## src/rtl/consumer_pkg.sv

```systemverilog
// consumer_pkg: shared lane state encoding, LFSR constants and counter limit
// for the consumer_fsm sink/checker.
`default_nettype none
`timescale 1ns/1ps

package consumer_pkg;

    typedef enum logic [0:0] {
        SYNC  = 1'b0,
        CHECK = 1'b1
    } lane_state_t;

    localparam logic [15:0] LFSR_TAPS  = 16'hB400;  // taps 16,14,13,11
    localparam logic [15:0] SEED_LANE1 = 16'hACE1;
    localparam logic [15:0] SEED_LANE2 = 16'h1D2B;

    localparam int          CNT_W_DEFAULT = 16;
    localparam logic [15:0] CNT_MAX       = {CNT_W_DEFAULT{1'b1}};

    function automatic logic [15:0] lfsr_next(input logic [15:0] s);
        return {s[14:0], ^(s & LFSR_TAPS)};
    endfunction

endpackage

`default_nettype wire

```

## src/rtl/consumer_lane.sv

```systemverilog
// consumer_lane: one lane of stall generation, +1 sequence checking and
// saturating counters. Optional LFSR stall via CONSUMER_LFSR_STALL_EN.
`default_nettype none
`timescale 1ns/1ps

module consumer_lane
    import consumer_pkg::*;
#(
    parameter int DATA_W       = 32,
    parameter int CNT_W        = 16,
    parameter int STALL_PERIOD = 4
`ifdef CONSUMER_LFSR_STALL_EN
    ,
    parameter logic [15:0] SEED = SEED_LANE1
`endif
) (
    input  logic              clk,
    input  logic              rst,
    input  logic              i_valid,
    input  logic [DATA_W-1:0] i_data,
    input  logic              i_flush,
    output logic              o_stall,
    output logic              o_mismatch,
    output logic [CNT_W-1:0]  o_recv_count,
    output logic [CNT_W-1:0]  o_err_count
);

    localparam logic [CNT_W-1:0] c_CNT_MAX = {CNT_W{1'b1}};

    lane_state_t       r_state;
    lane_state_t       w_state_nxt;
    logic [DATA_W-1:0] r_expected;
    logic [CNT_W-1:0]  r_recv;
    logic [CNT_W-1:0]  r_err;
    logic              w_stall;
    logic              w_accept;
    logic              w_mismatch;

    generate
        if (STALL_PERIOD == 0) begin : g_stall_off
            assign w_stall = 1'b0;
        end else begin : g_stall_on
            logic r_stall;
`ifdef CONSUMER_LFSR_STALL_EN
            logic [15:0] r_lfsr;

            always_ff @(posedge clk or posedge rst) begin
                if (rst) begin
                    r_lfsr  <= SEED;
                    r_stall <= 1'b0;
                end else begin
                    r_lfsr  <= lfsr_next(r_lfsr);
                    r_stall <= (r_lfsr[1:0] == 2'b00);
                end
            end
`else
            localparam int               c_PH_W    = (STALL_PERIOD > 1) ? $clog2(STALL_PERIOD) : 1;
            localparam logic [c_PH_W-1:0] c_PH_LAST = c_PH_W'(STALL_PERIOD - 1);
            logic [c_PH_W-1:0] r_phase;

            // Stall is raised in the cycle following the last phase value.
            always_ff @(posedge clk or posedge rst) begin
                if (rst) begin
                    r_phase <= '0;
                    r_stall <= 1'b0;
                end else begin
                    r_stall <= (r_phase == c_PH_LAST);
                    r_phase <= (r_phase == c_PH_LAST) ? '0 : r_phase + 1'b1;
                end
            end
`endif
            assign w_stall = r_stall;
        end
    endgenerate

    assign w_accept   = i_valid && !i_flush && !w_stall;
    assign w_mismatch = w_accept && (r_state == CHECK) && (i_data != r_expected);

    always_comb begin
        w_state_nxt = r_state;
        if (i_flush) begin
            w_state_nxt = SYNC;
        end else if (w_accept) begin
            w_state_nxt = CHECK;
        end
    end

    always_ff @(posedge clk or posedge rst) begin
        if (rst) begin
            r_state <= SYNC;
        end else begin
            r_state <= w_state_nxt;
        end
    end

    // Match and resync both leave expected at data+1.
    always_ff @(posedge clk or posedge rst) begin
        if (rst) begin
            r_expected <= '0;
            r_recv     <= '0;
            r_err      <= '0;
        end else if (w_accept) begin
            r_expected <= i_data + 1'b1;
            if (r_recv != c_CNT_MAX) begin
                r_recv <= r_recv + 1'b1;
            end
            if (w_mismatch && (r_err != c_CNT_MAX)) begin
                r_err <= r_err + 1'b1;
            end
        end
    end

    assign o_stall      = w_stall;
    assign o_mismatch   = w_mismatch;
    assign o_recv_count = r_recv;
    assign o_err_count  = r_err;

endmodule

`default_nettype wire

```

## src/rtl/consumer_fsm.sv

```systemverilog
// consumer_fsm: two independent consumer lanes plus a sticky error flag.
// Optional LFSR-based stall enabled by defining CONSUMER_LFSR_STALL_EN.
`default_nettype none
`timescale 1ns/1ps

module consumer_fsm
    import consumer_pkg::*;
#(
    parameter int DATA_W         = 32,
    parameter int CNT_W          = 16,
    parameter int STALL_PERIOD_1 = 4,
    parameter int STALL_PERIOD_2 = 3
) (
    input  logic              clk,
    input  logic              reset,
    input  logic              in_valid_1,
    input  logic [DATA_W-1:0] in_data_1,
    input  logic              in_flush_1,
    input  logic              in_valid_2,
    input  logic [DATA_W-1:0] in_data_2,
    input  logic              in_flush_2,
    output logic              out_stall_1,
    output logic              out_stall_2,
    output logic [CNT_W-1:0]  out_recv_count_1,
    output logic [CNT_W-1:0]  out_recv_count_2,
    output logic [CNT_W-1:0]  out_err_count_1,
    output logic [CNT_W-1:0]  out_err_count_2,
    output logic              out_error
);

    logic w_mismatch_1;
    logic w_mismatch_2;
    logic r_error;

    consumer_lane #(
        .DATA_W       (DATA_W),
        .CNT_W        (CNT_W),
        .STALL_PERIOD (STALL_PERIOD_1)
`ifdef CONSUMER_LFSR_STALL_EN
        ,
        .SEED         (SEED_LANE1)
`endif
    ) u_lane_1 (
        .clk          (clk),
        .rst          (reset),
        .i_valid      (in_valid_1),
        .i_data       (in_data_1),
        .i_flush      (in_flush_1),
        .o_stall      (out_stall_1),
        .o_mismatch   (w_mismatch_1),
        .o_recv_count (out_recv_count_1),
        .o_err_count  (out_err_count_1)
    );

    consumer_lane #(
        .DATA_W       (DATA_W),
        .CNT_W        (CNT_W),
        .STALL_PERIOD (STALL_PERIOD_2)
`ifdef CONSUMER_LFSR_STALL_EN
        ,
        .SEED         (SEED_LANE2)
`endif
    ) u_lane_2 (
        .clk          (clk),
        .rst          (reset),
        .i_valid      (in_valid_2),
        .i_data       (in_data_2),
        .i_flush      (in_flush_2),
        .o_stall      (out_stall_2),
        .o_mismatch   (w_mismatch_2),
        .o_recv_count (out_recv_count_2),
        .o_err_count  (out_err_count_2)
    );

    always_ff @(posedge clk or posedge reset) begin
        if (reset) begin
            r_error <= 1'b0;
        end else if (w_mismatch_1 || w_mismatch_2) begin
            r_error <= 1'b1;
        end
    end

    assign out_error = r_error;

endmodule

`default_nettype wire

```

## config.mk

```make
export PLATFORM = sky130hd
export DESIGN_NAME = consumer_fsm
export DESIGN_NICKNAME = d
export VERILOG_FILES = /design/src/rtl/consumer_pkg.sv /design/src/rtl/consumer_lane.sv /design/src/rtl/consumer_fsm.sv
export SDC_FILE = /design/constraint.sdc
export NUM_CORES = 1
export LEC_CHECK = 0
export ABC_AREA = 1
export CELL_PAD_IN_SITES_DETAIL_PLACEMENT = 0
export CELL_PAD_IN_SITES_GLOBAL_PLACEMENT = 1
export CORE_ASPECT_RATIO = 1.4
export CORE_MARGIN = 5
export CORE_UTILIZATION = 43
export DETAILED_ROUTE_END_ITERATION = 8
export GPL_TIMING_DRIVEN = 0
export PLACE_DENSITY = 0.86
export RECOVER_POWER = 25
export SKIP_CTS_REPAIR_TIMING = 1
export SLEW_MARGIN = 20
export SYNTH_ARGS = -nofsm -noshare
export SYNTH_HDL_FRONTEND = slang
export SYNTH_SLANG_ARGS = --single-unit
```

## constraint.sdc

```tcl
create_clock -name clk -period 12.8 [get_ports clk]
set_input_delay 2.56 -clock clk [delete_from_list [all_inputs] [get_ports clk]]
set_output_delay 2.56 -clock clk [all_outputs]
set_load 0.03 [all_outputs]
```

==> impl_metrics.toml <==
[detailed_routing]
routed-via-count = 8184
routed_wire_length_per_instance_microns = 14.3
met3RoutedLength_microns = 1080
routed_wl_microns = 23700
topRoutingLayerUsed = "met4"
detail_route.wirelength.met1_microns = 9770
firstDrtPassIters = 5
detail_route.iter0.violations = 393
avgViaCountPerCell = 4.93
detail-route-antenna-nets = 0
met2_wirelength_microns = 12300
drc_violations = 0

[min_path]
hold_path.class = "reg2reg"
min_from = "u_lane_1.g_stall_on.r_phase[0]"

[timing]
post_route_skew_ps = 12.4
final-setup-viol-count = 0
final_min_period_ps = 4450
ratio_of_final_minimum_period_to_clock_period = 0.348
number_of_hold_violations_in_the_final_report = 0
slew_viol_final = 53
clock.fmax_ghz = 0.225
grt_setup_unrepaired = "no"
timing.slew.headroom = -0.644
tightestPinTransition_ps = 2450
final.setup.tns_ps = 0

[logic_synthesis]
syn_nets = 1317
dominantRegCellSynth = "sky130_fd_sc_hd__dfrtp_1"
synth_cells = 1240
synth_area_per_cell_sq_um = 7.19
synthesis.yosys.warnings = 0
netlist_area_sq_mm = 0.00892
ys_ff_latch = 137
yosys.cell_types.count = 35
netlist_top_cells_count = "sky130_fd_sc_hd__nand2_1 (448), sky130_fd_sc_hd__dfrtp_1 (137), sky130_fd_sc_hd__inv_1 (120)"
synth_largest_area_cell = "sky130_fd_sc_hd__dfrtp_1"
post-synth-top-area-fraction = 0.384
synth_sequential_area_ratio = 0.384
number_of_synthesized_flops_with_an_enable_pin = 0
post-synth-top-count-cell = "sky130_fd_sc_hd__nand2_1"
synth_area_leaders = "sky130_fd_sc_hd__dfrtp_1 (38%), sky130_fd_sc_hd__nand2_1 (19%), sky130_fd_sc_hd__xnor2_1 (7.7%)"
synth_async_sr_flop_share = 1.00

[run_status]
failed_checks = "capacitance limit, slew limit"
run_status = "finished with violations"

[cts]
cts_buffer_depth = 2
insertion_delay_to_the_later_sink_of_the_worst_skew_pair_ps = 430
number_of_cts_inserted_buffers = 17
cts_num_sinks = 137
clockRootBuffer = "sky130_fd_sc_hd__clkbuf_16"
cts_tree = "yes"
clk_transition_reported_paths_ps = 60
cts_max_level = 4

[critical_path]
timing_worst_setup_path_type = "in2async"
worst_path_dominant_cell_family = "buffers and inverters"
worst-r2r-setup-slack_ps = 10690
peak_per_stage_delay_on_the_critical_path_ps = 1390
worst_setup_path_start_kind = "primary input"
reg2reg_from = "u_lane_2.o_stall"
critical_path.startpoint = "reset"
endpoint_arrival_time_on_the_critical_path_ps = 5000
capturing_element_type_of_the_critical_path = "asynchronous set/reset pin"
path_cells = "dlygate4sd3_1, clkinvlp_2, buf_16"
crit_path_max_fanout = 85
crit_slowest_cell = "sky130_fd_sc_hd__clkinvlp_2"
crit_path_buf_inv_count = 3
required_ps = 13350

[global_route]
grt_antenna_before_repair = 0
grt_pass1_wl_microns = 40300
pin_count_of_the_biggest_net_entering_global_routing = 86
track_usage = 0.205
first_global_vias = 8034
overflow = 0

[die]
row_count = 62
core-area_sq_mm = 0.0205
die-height_microns = 180
io-pin-count = 137
die_area_sq_mm = 0.0238
fp.dieW_microns = 132
initial_util = 0.435

[power]
power_frac_clock = 0.365
power_frac_seq = 0.395
power_density_mw_per_mm2 = 122
combinationalPowerShare = 0.240
finalPower_mw = 1.36
netSwitchingPower_uw = 440
leakage_nw = 5.05
worst_ir_drop_vdd_v = 0.0000885
sw_frac_of_total = 0.323
power_report.internal_total_uw = 922

[layout]
fin_nets = 1467
seq_area_sq_mm = 0.00343
final_core_utilization = 0.545
multi_input_area_sq_mm = 0.00489
filler_cell_count = 2011
antenna_cells = 0
share_of_final_layout_standard_cells_stronger_than_drive_strength_1 = 0.0584
layout-area-overhead-vs-synth_pct = 25.2

[job]
drv.max_cap_violation_count = 1

[place]
buffer_ports.inserted = 130
hpwlAfterDp_microns = 18300
finalWeightedCongestion = 0.913
-- final timing paths --
kind                                                  end  cells after the start
hold reg to reg            u_lane_1.g_stall_on.r_phase[0]                      1
setup reg to reg                  u_lane_2.o_err_count[7]                      7
hold / removal             u_lane_1.g_stall_on.r_phase[0]                      1
min in group asynchronous         u_lane_2.r_expected[22]                      2
max in group clk                  u_lane_2.o_err_count[7]                      8
setup / recovery                  u_lane_1.r_expected[18]                      3
-- stage by stage --
| stage | area, sq um | setup slack, ps | cells | hold slack, ps |
|---|---|---|---|---|
| detailed placement | 10600 | 8030 | 1627 | 416 |
| finish | 11200 | 8350 | 1659 | 422 |
| global route | 11200 | 7930 | 1659 | 436 |
| floorplan | 8920 | 6570 | 1240 | 403 |
| global placement | 10500 | 4300 | 1626 | 413 |
| CTS | 11200 | 8480 | 1659 | 425 |
-- kinds of logic after synthesis --
logic type,share of synthesized area
and+or+nand+nor,0.365
buffers and inverters,0.0676
adders and majority gates,0.00982
xor gates and xnor gates,0.135
DFF,0.384
AOI/OAI and AO/OA,0.0390
-- registers in the layout (all words and copies together), names as in the netlist, 2 cells and up --
name                         count
u_lane_1.o_err_count            16
u_lane_1.o_recv_count           16
u_lane_2.g_stall_on.r_phase      2
u_lane_2.o_recv_count           16
u_lane_1.r_expected             32
u_lane_2.r_expected             32
u_lane_2.o_err_count            16
u_lane_1.g_stall_on.r_phase      2
-- per-layer routing --
metal  up-vias  global-route usage
met5         -                   0
met4         0              0.0700
met3        36              0.0455
met2       170               0.365
met1      3742               0.243
li1       4236                   -
-- final cells by class --
cell class                      count  share of cell area
Multi-Input combinational cell    951               0.438
Sequential cell                   137               0.307
Timing Repair Buffer              131               0.119
Inverter                          123              0.0415
Clock buffer                       20              0.0409
Tap cell                          256              0.0287
Buffer                             29              0.0127
Clock inverter                     12              0.0123
-- power by group through the flow --
stage	Clock (mW)	Combinational, mW	Sequential, mW
6_report	0.497	0.327	0.538
5_1_grt	0.531	0.364	0.548
4_1_cts	0.513	0.332	0.539
3_5_place_dp	0	0.330	0.546
3_3_place_gp	0	0.324	0.544
2_1_floorplan	0	0.151	0.591
-- cell usage in the layout, fill, tap and decap left out, types with 12 or more instances in the layout --
| cell | synthesis | final |
|---|---|---|
| sky130_fd_sc_hd__xor2_1 | 59 | 59 |
| sky130_fd_sc_hd__o21ai_0 | 61 | 61 |
| sky130_fd_sc_hd__nand2_1 | 448 | 448 |
| sky130_fd_sc_hd__nor2_1 | 97 | 97 |
| sky130_fd_sc_hd__clkbuf_16 | 0 | 17 |
| sky130_fd_sc_hd__nand4_1 | 59 | 59 |
| sky130_fd_sc_hd__xnor2_1 | 78 | 78 |
| sky130_fd_sc_hd__nand3_1 | 51 | 51 |
| sky130_fd_sc_hd__clkdlybuf4s50_1 | 0 | 129 |
| sky130_fd_sc_hd__nor3_1 | 43 | 43 |
| sky130_fd_sc_hd__clkbuf_1 | 12 | 13 |
| sky130_fd_sc_hd__buf_2 | 12 | 12 |
| sky130_fd_sc_hd__dfrtp_1 | 137 | 137 |
| sky130_fd_sc_hd__inv_1 | 120 | 119 |
No activity file was read; power rests on OpenSTA's default activity.
